[src/rtl/truxton2_cen_sched.sv]
// Truxton 2 clock-enable scheduler: two fractional enable channels, /2 /4 /8 taps on
// channel A, shadowed ratio reconfiguration and a phase-aligned pause handshake.
module truxton2_cen_sched #(
   parameter int unsigned W      = 32'd8,
   parameter int unsigned DEF_NA = 32'd1,
   parameter int unsigned DEF_MA = 32'd7,
   parameter int unsigned DEF_NB = 32'd8,
   parameter int unsigned DEF_MB = 32'd189
) (
   input  logic         i_clk,
   input  logic         i_reset,
   input  logic         i_cfg_we,
   input  logic         i_cfg_sel,
   input  logic [W-1:0] i_cfg_n,
   input  logic [W-1:0] i_cfg_m,
   output logic         o_cfg_ready,
   input  logic         i_pause_req,
   output logic         o_pause_ack,
   output logic [3:0]   o_cen_a,
   output logic [2:0]   o_cen_ab,
   output logic         o_cen_b
);

   typedef enum logic [1:0] {
      ST_RUN    = 2'd0,
      ST_DRAIN  = 2'd1,
      ST_FROZEN = 2'd2
   } state_t;

   localparam logic [W-1:0] ZERO = {W{1'b0}};

   // Returns {hit, next acc}; a zero operand disables the channel, n >= m hits every cycle.
   function automatic logic [W:0] frac_step(input logic [W-1:0] acc,
                                            input logic [W-1:0] n,
                                            input logic [W-1:0] m);
      logic [W:0] sum;
      logic [W:0] diff;
      sum  = {1'b0, acc} + {1'b0, n};
      diff = sum - {1'b0, m};
      if ((n == ZERO) || (m == ZERO)) begin
         frac_step = {1'b0, ZERO};
      end else if (n >= m) begin
         frac_step = {1'b1, ZERO};
      end else if (sum >= {1'b0, m}) begin
         frac_step = {1'b1, diff[W-1:0]};
      end else begin
         frac_step = {1'b0, sum[W-1:0]};
      end
   endfunction

   state_t       r_state;
   state_t       w_state_nxt;
   logic         r_req_q;
   logic         r_pause_ack;
   logic [W-1:0] r_na, r_ma, r_nb, r_mb;
   logic [W-1:0] r_sna, r_sma, r_snb, r_smb;
   logic         r_pend_a, r_pend_b;
   logic         r_ready;
   logic [W-1:0] r_acc_a, r_acc_b;
   logic [2:0]   r_cnt;
   logic [3:0]   r_cen_a;
   logic [2:0]   r_cen_ab;
   logic         r_cen_b;

   logic         w_frozen;
   logic [W:0]   w_step_a, w_step_b;
   logic         w_en_a, w_en_b;
   logic         w_hit_a, w_hit_b;
   logic [W-1:0] w_acc_a_upd, w_acc_b_upd;
   logic [W-1:0] w_acc_a_nxt, w_acc_b_nxt;
   logic         w_apply_a, w_apply_b;
   logic         w_accept;

   // Fractional step, freeze gating and shadow-apply decisions for both channels.
   always_comb begin
      w_frozen = (r_state == ST_FROZEN);
      w_step_a = frac_step(r_acc_a, r_na, r_ma);
      w_step_b = frac_step(r_acc_b, r_nb, r_mb);
      w_en_a   = (r_na != ZERO) && (r_ma != ZERO);
      w_en_b   = (r_nb != ZERO) && (r_mb != ZERO);
      w_hit_a  = w_step_a[W] & ~w_frozen;
      w_hit_b  = w_step_b[W] & ~w_frozen;
      if (w_frozen) begin
         w_acc_a_upd = r_acc_a;
         w_acc_b_upd = r_acc_b;
      end else begin
         w_acc_a_upd = w_step_a[W-1:0];
         w_acc_b_upd = w_step_b[W-1:0];
      end
      w_apply_a = r_pend_a & (w_hit_a | ~w_en_a | w_frozen);
      w_apply_b = r_pend_b & (w_hit_b | ~w_en_b | w_frozen);
      // A shrunken denominator must not leave acc at or above it.
      if (w_apply_a && (r_sma <= w_acc_a_upd)) begin
         w_acc_a_nxt = ZERO;
      end else begin
         w_acc_a_nxt = w_acc_a_upd;
      end
      if (w_apply_b && (r_smb <= w_acc_b_upd)) begin
         w_acc_b_nxt = ZERO;
      end else begin
         w_acc_b_nxt = w_acc_b_upd;
      end
      w_accept = r_ready & i_cfg_we;
   end

   // Pause FSM next state: drain to the /8 boundary before freezing.
   always_comb begin
      w_state_nxt = r_state;
      case (r_state)
         ST_RUN: begin
            if (i_pause_req && !r_req_q) w_state_nxt = ST_DRAIN;
            else                         w_state_nxt = ST_RUN;
         end
         ST_DRAIN: begin
            if (!i_pause_req)                                w_state_nxt = ST_RUN;
            else if (!w_en_a || (w_hit_a && r_cnt == 3'd7)) w_state_nxt = ST_FROZEN;
            else                                             w_state_nxt = ST_DRAIN;
         end
         ST_FROZEN: begin
            if (!i_pause_req) w_state_nxt = ST_RUN;
            else              w_state_nxt = ST_FROZEN;
         end
         default: w_state_nxt = ST_RUN;
      endcase
   end

   // State, ratio, accumulator and registered enable outputs.
   always_ff @(posedge i_clk) begin
      if (i_reset) begin
         r_state     <= ST_RUN;
         r_req_q     <= 1'b0;
         r_pause_ack <= 1'b0;
         r_na        <= W'(DEF_NA);
         r_ma        <= W'(DEF_MA);
         r_nb        <= W'(DEF_NB);
         r_mb        <= W'(DEF_MB);
         r_sna       <= W'(DEF_NA);
         r_sma       <= W'(DEF_MA);
         r_snb       <= W'(DEF_NB);
         r_smb       <= W'(DEF_MB);
         r_pend_a    <= 1'b0;
         r_pend_b    <= 1'b0;
         r_ready     <= 1'b1;
         r_acc_a     <= ZERO;
         r_acc_b     <= ZERO;
         r_cnt       <= 3'd0;
         r_cen_a     <= 4'd0;
         r_cen_ab    <= 3'd0;
         r_cen_b     <= 1'b0;
      end else begin
         r_state     <= w_state_nxt;
         r_req_q     <= i_pause_req;
         r_pause_ack <= (w_state_nxt == ST_FROZEN);
         r_acc_a     <= w_acc_a_nxt;
         r_acc_b     <= w_acc_b_nxt;
         if (w_hit_a) r_cnt <= r_cnt + 3'd1;
         r_cen_a  <= {w_hit_a & (r_cnt[2:0] == 3'd0), w_hit_a & (r_cnt[1:0] == 2'd0),
                      w_hit_a & (r_cnt[0] == 1'b0), w_hit_a};
         r_cen_ab <= {w_hit_a & (r_cnt[2:0] == 3'd4), w_hit_a & (r_cnt[1:0] == 2'd2),
                      w_hit_a & (r_cnt[0] == 1'b1)};
         r_cen_b  <= w_hit_b;
         if (w_accept && !i_cfg_sel) begin
            r_sna    <= i_cfg_n;
            r_sma    <= i_cfg_m;
            r_pend_a <= 1'b1;
         end else if (w_apply_a) begin
            r_na     <= r_sna;
            r_ma     <= r_sma;
            r_pend_a <= 1'b0;
         end
         if (w_accept && i_cfg_sel) begin
            r_snb    <= i_cfg_n;
            r_smb    <= i_cfg_m;
            r_pend_b <= 1'b1;
         end else if (w_apply_b) begin
            r_nb     <= r_snb;
            r_mb     <= r_smb;
            r_pend_b <= 1'b0;
         end
         if (w_accept)                    r_ready <= 1'b0;
         else if (w_apply_a || w_apply_b) r_ready <= 1'b1;
      end
   end

   assign o_cfg_ready = r_ready;
   assign o_pause_ack = r_pause_ack;
   assign o_cen_a     = r_cen_a;
   assign o_cen_ab    = r_cen_ab;
   assign o_cen_b     = r_cen_b;

endmodule

[config.mk]
export PLATFORM = sky130hd
export DESIGN_NAME = truxton2_cen_sched
export DESIGN_NICKNAME = d
export VERILOG_FILES = /design/src/rtl/truxton2_cen_sched.sv
export SDC_FILE = /design/constraint.sdc
export NUM_CORES = 1
export LEC_CHECK = 0
export CAP_MARGIN = 20
export CELL_PAD_IN_SITES_DETAIL_PLACEMENT = 1
export CELL_PAD_IN_SITES_GLOBAL_PLACEMENT = 2
export CORE_MARGIN = 2
export CORE_UTILIZATION = 35
export CTS_BUF_LIST = sky130_fd_sc_hd__clkbuf_8
export DETAILED_ROUTE_END_ITERATION = 10
export PLACE_DENSITY_LB_ADDON = 0.1
export REMOVE_ABC_BUFFERS = 1
export SYNTH_ARGS = -nofsm -noshare
export SYNTH_HDL_FRONTEND = slang
export SYNTH_SLANG_ARGS = --single-unit
[constraint.sdc]
create_clock -name i_clk -period 6.29 [get_ports i_clk]
set_input_delay 1.258 -clock i_clk [delete_from_list [all_inputs] [get_ports i_clk]]
set_output_delay 1.258 -clock i_clk [all_outputs]
set_load 0.02 [all_outputs]
==> metrics.txt <==
status complete, no violations; WHS Endpoint o_cen_a[3]; final worst setup slack 916.8 ps; CP bufs+invs 1; CTS Hold Bufs 0; Setup Viol. Count Final 0; worst endpoint data arrival time 5660 ps; Die Wd 133.3 microns; mux contribution to synthesized area 3.932%; CP Max Fanout 10; GR Overflow Total 0; crit-path leading delay family compound AO/OA/AOI/OAI gates; antenna-violating nets left 0; first-pass GRT wire length 28,250 microns; Max H-tree Level 3; clock insertion delay at the later pin of the skew report 380 ps; Root Driver clkbuf_8; Tightest Pin Transition 1092 ps; setup bufs post-CTS 0; reg2reg start r_na[0]; Hold Path Class reg2reg; Synth top cells by count dfxtp_1 (98), nand2_1 (86), ha_1 (68), nor2_1 (68), a21oi_1 (59); post-synthesis compound-gate area fraction 18.97%; setup TNS 0 ps; CTS tree yes; Layout Utilization 39.78%; area growth from synthesis to layout 11.86%; total CTS buffers 9; power share of the combinational group 44.1%; Worst R2R Path Depth 22; Wirelength per Cell 18.38 microns; reg2reg setup slack 920 ps; vias per cell 5.355; internal power 1.237 mW; largest net degree at the start of global routing 35; Initial Util 35.56%; Rows 47; Clock Pin Slew Worst Setup and Hold Paths 110 ps; Resized Gates After CTS 0; post-route DRC violation count 0; LEAKAGE 2.724 nW; clk buf depth 2; Simple-Gate Fraction of Synth Area 20.90%; Final Skew 11.92 ps; Peak VDD IR 100.2 uV; PwrDens 313.2 mW/mm^2; leading cell types by total area after synthesis dfxtp_1 (34%), ha_1 (15%), nand2_1 (5.5%); Die H 133.3 microns; crit path from r_na[0]; crit-path cells ha_1, inv_1, fa_1, nor2b_1, o31ai_2, nand2b_1, a21oi_1, xnor2_1, ha_1, o211ai_1, nand2_1, nand2_1, a21oi_1, nor3_1, a221oi_1, ha_1, nor2b_1, o21ai_0, nand2b_1, o22ai_1, a31o_2, o21ba_2; worst slack at placement 947.5 ps; GPL Wtd Cong 0.8481; Worst path slowest cell a221oi_1; XOR/XNOR share of the synthesized area 2.393%; post-synthesis sequential area ratio 33.50%; die area 0.01778 sq mm; Min-Delay Path Depth 1; final period utilization 85.42%; Net Switching 0.8142 mW; nets@finish 806; CP peak stage delay 680 ps; DR pass1 iterations 4; Synth async-reset ratio 0%; Critical R2R Capture r_acc_a[7]; clock network power share 21.1%; Post-Syn Area per Cell 8.486 sq um; Switching Share 39.69%; antenna cells 0; max_cap viols 0; Netlist cell types 62; routed via count 5,023; io pins 31; RSZ-0062 raised after global routing false; Yosys top cell by area dfxtp_1; WL final 17,240 microns; Crit path required time 6580 ps; count leader, synth dfxtp_1; Fmax achieved 186.1 MHz; Final min period 5373 ps; largest family of logic cells by synthesized area simple AND/OR/NAND/NOR gates; final hold vios 0; Syn Std Cell Area 0.005856 sq mm; Post-DP HPWL 13,890 microns; Post-synth EDFFs 0; Gate Count Post-Synth 690; share of layout cells above drive strength 1 5.014%; Startpoint Class register; Yosys top cell area share 33.50%; # clock sinks 98; 1st-iter DRT viols 271; vias in the first global route 5,083; Port Buffers 30; number of synthesized register bits 98; initial antenna violation count 0; HP Start r_cnt[2]; most used cell, CP ha_1; main flop type after synthesis dfxtp_1; warnings from Yosys 0; fin. max-slew vios 0; Core ar. 0.01647 sq mm; Tot GR Track Use 20.39%; relative slew slack 27.20%; Crit Path Class reg2reg; Adder-Cell Fraction of Synth Area 15.90%; CP Capture Type register; register share of total power 34.8%
worst max path at each step:
stage                       to  slack [ps]  depth (start not counted)
CTS                 r_acc_a[7]         940                         22
detailed placement  r_acc_a[7]         950                         22
global placement    r_acc_a[7]        1120                         23
floorplan           r_acc_b[6]        1710                         22
global route        r_acc_b[6]         570                         23
finish              r_acc_a[7]         920                         22
logic make-up after synthesis:
group                    after synthesis
AO/OA/AOI/OAI                        163
XOR/XNOR                              16
adder cells (fa/ha/maj)               72
buffers and inverters                 62
flip-flops                            98
multiplexers                          23
AND/OR/NAND/NOR                      256
metrics by stage:
stage                     instance area (sq um)  hold WS, ps  power, mW  cells
after floorplan                            5744        430.0      1.348    667
after global placement                     6352        448.7      1.618    922
after detailed placement                   6352        457.6      1.629    922
after CTS                                  6550        475.7      2.075    938
after global routing                       6550        492.0      2.217    938
final                                      6550        467.9      2.051    938
per-layer routing:
metal / routed length, microns / vias to the layer above / GRT usage [%] / share of wire, %
li1: - / 2508 / - / -
met1: 9211 / 2433 / 30.55 / 53
met2: 7401 / 73 / 31.10 / 43
met3: 498 / 9 / 2.549 / 2.9
met4: 133 / 0 / 4.787 / 0.77
met5: 0 / - / 0 / 0
layout make-up:
type	instances	area (sq um)
inverter	39	146.4
tap	220	275.3
clock buffer	9	123.9
sequential	98	1962
timing repair buffer	35	332.8
multi-input combinational	530	3636
fill	1971	9916
clock inverter	7	73.82
power by group through the flow:
stage / clock, mW / sequential [mW] / combinational (mW)
after floorplan: 0 / 0.729 / 0.619
after global placement: 0 / 0.727 / 0.891
after detailed placement: 0 / 0.729 / 0.900
after CTS: 0.452 / 0.715 / 0.908
after global routing: 0.474 / 0.722 / 1.02
final: 0.432 / 0.714 / 0.905
registers in the layout, indices dropped and copies added (netlist names):
signal and cells:
r_nb 8, r_sna 8, o_pause_ack 1, r_ma 8
r_acc_b 8, r_cnt 3, r_na 8, o_cen_ab 3
r_state 2, o_cen_b 1, r_pend_a 1, r_req_q 1
r_acc_a 8, r_snb 8, r_mb 8, r_smb 8
r_pend_b 1, o_cen_a 4, r_sma 8, o_cfg_ready 1
cells in the final DEF (no fill, tap or decap), drive strengths merged, types with 8 or more instances in the layout:
master,count
ha,68
a21oi,60
mux2i,23
xor2,8
o21ai,24
a211o,11
clkbuf,9
a21o,8
xnor2,8
inv,42
nor3,11
nand2,87
nand4,12
nor2,69
nand3b,11
clkdlybuf4s50,29
dfxtp,98
nand3,14
and2,11
nor2b,13
Power figures use the tool's default switching activity.
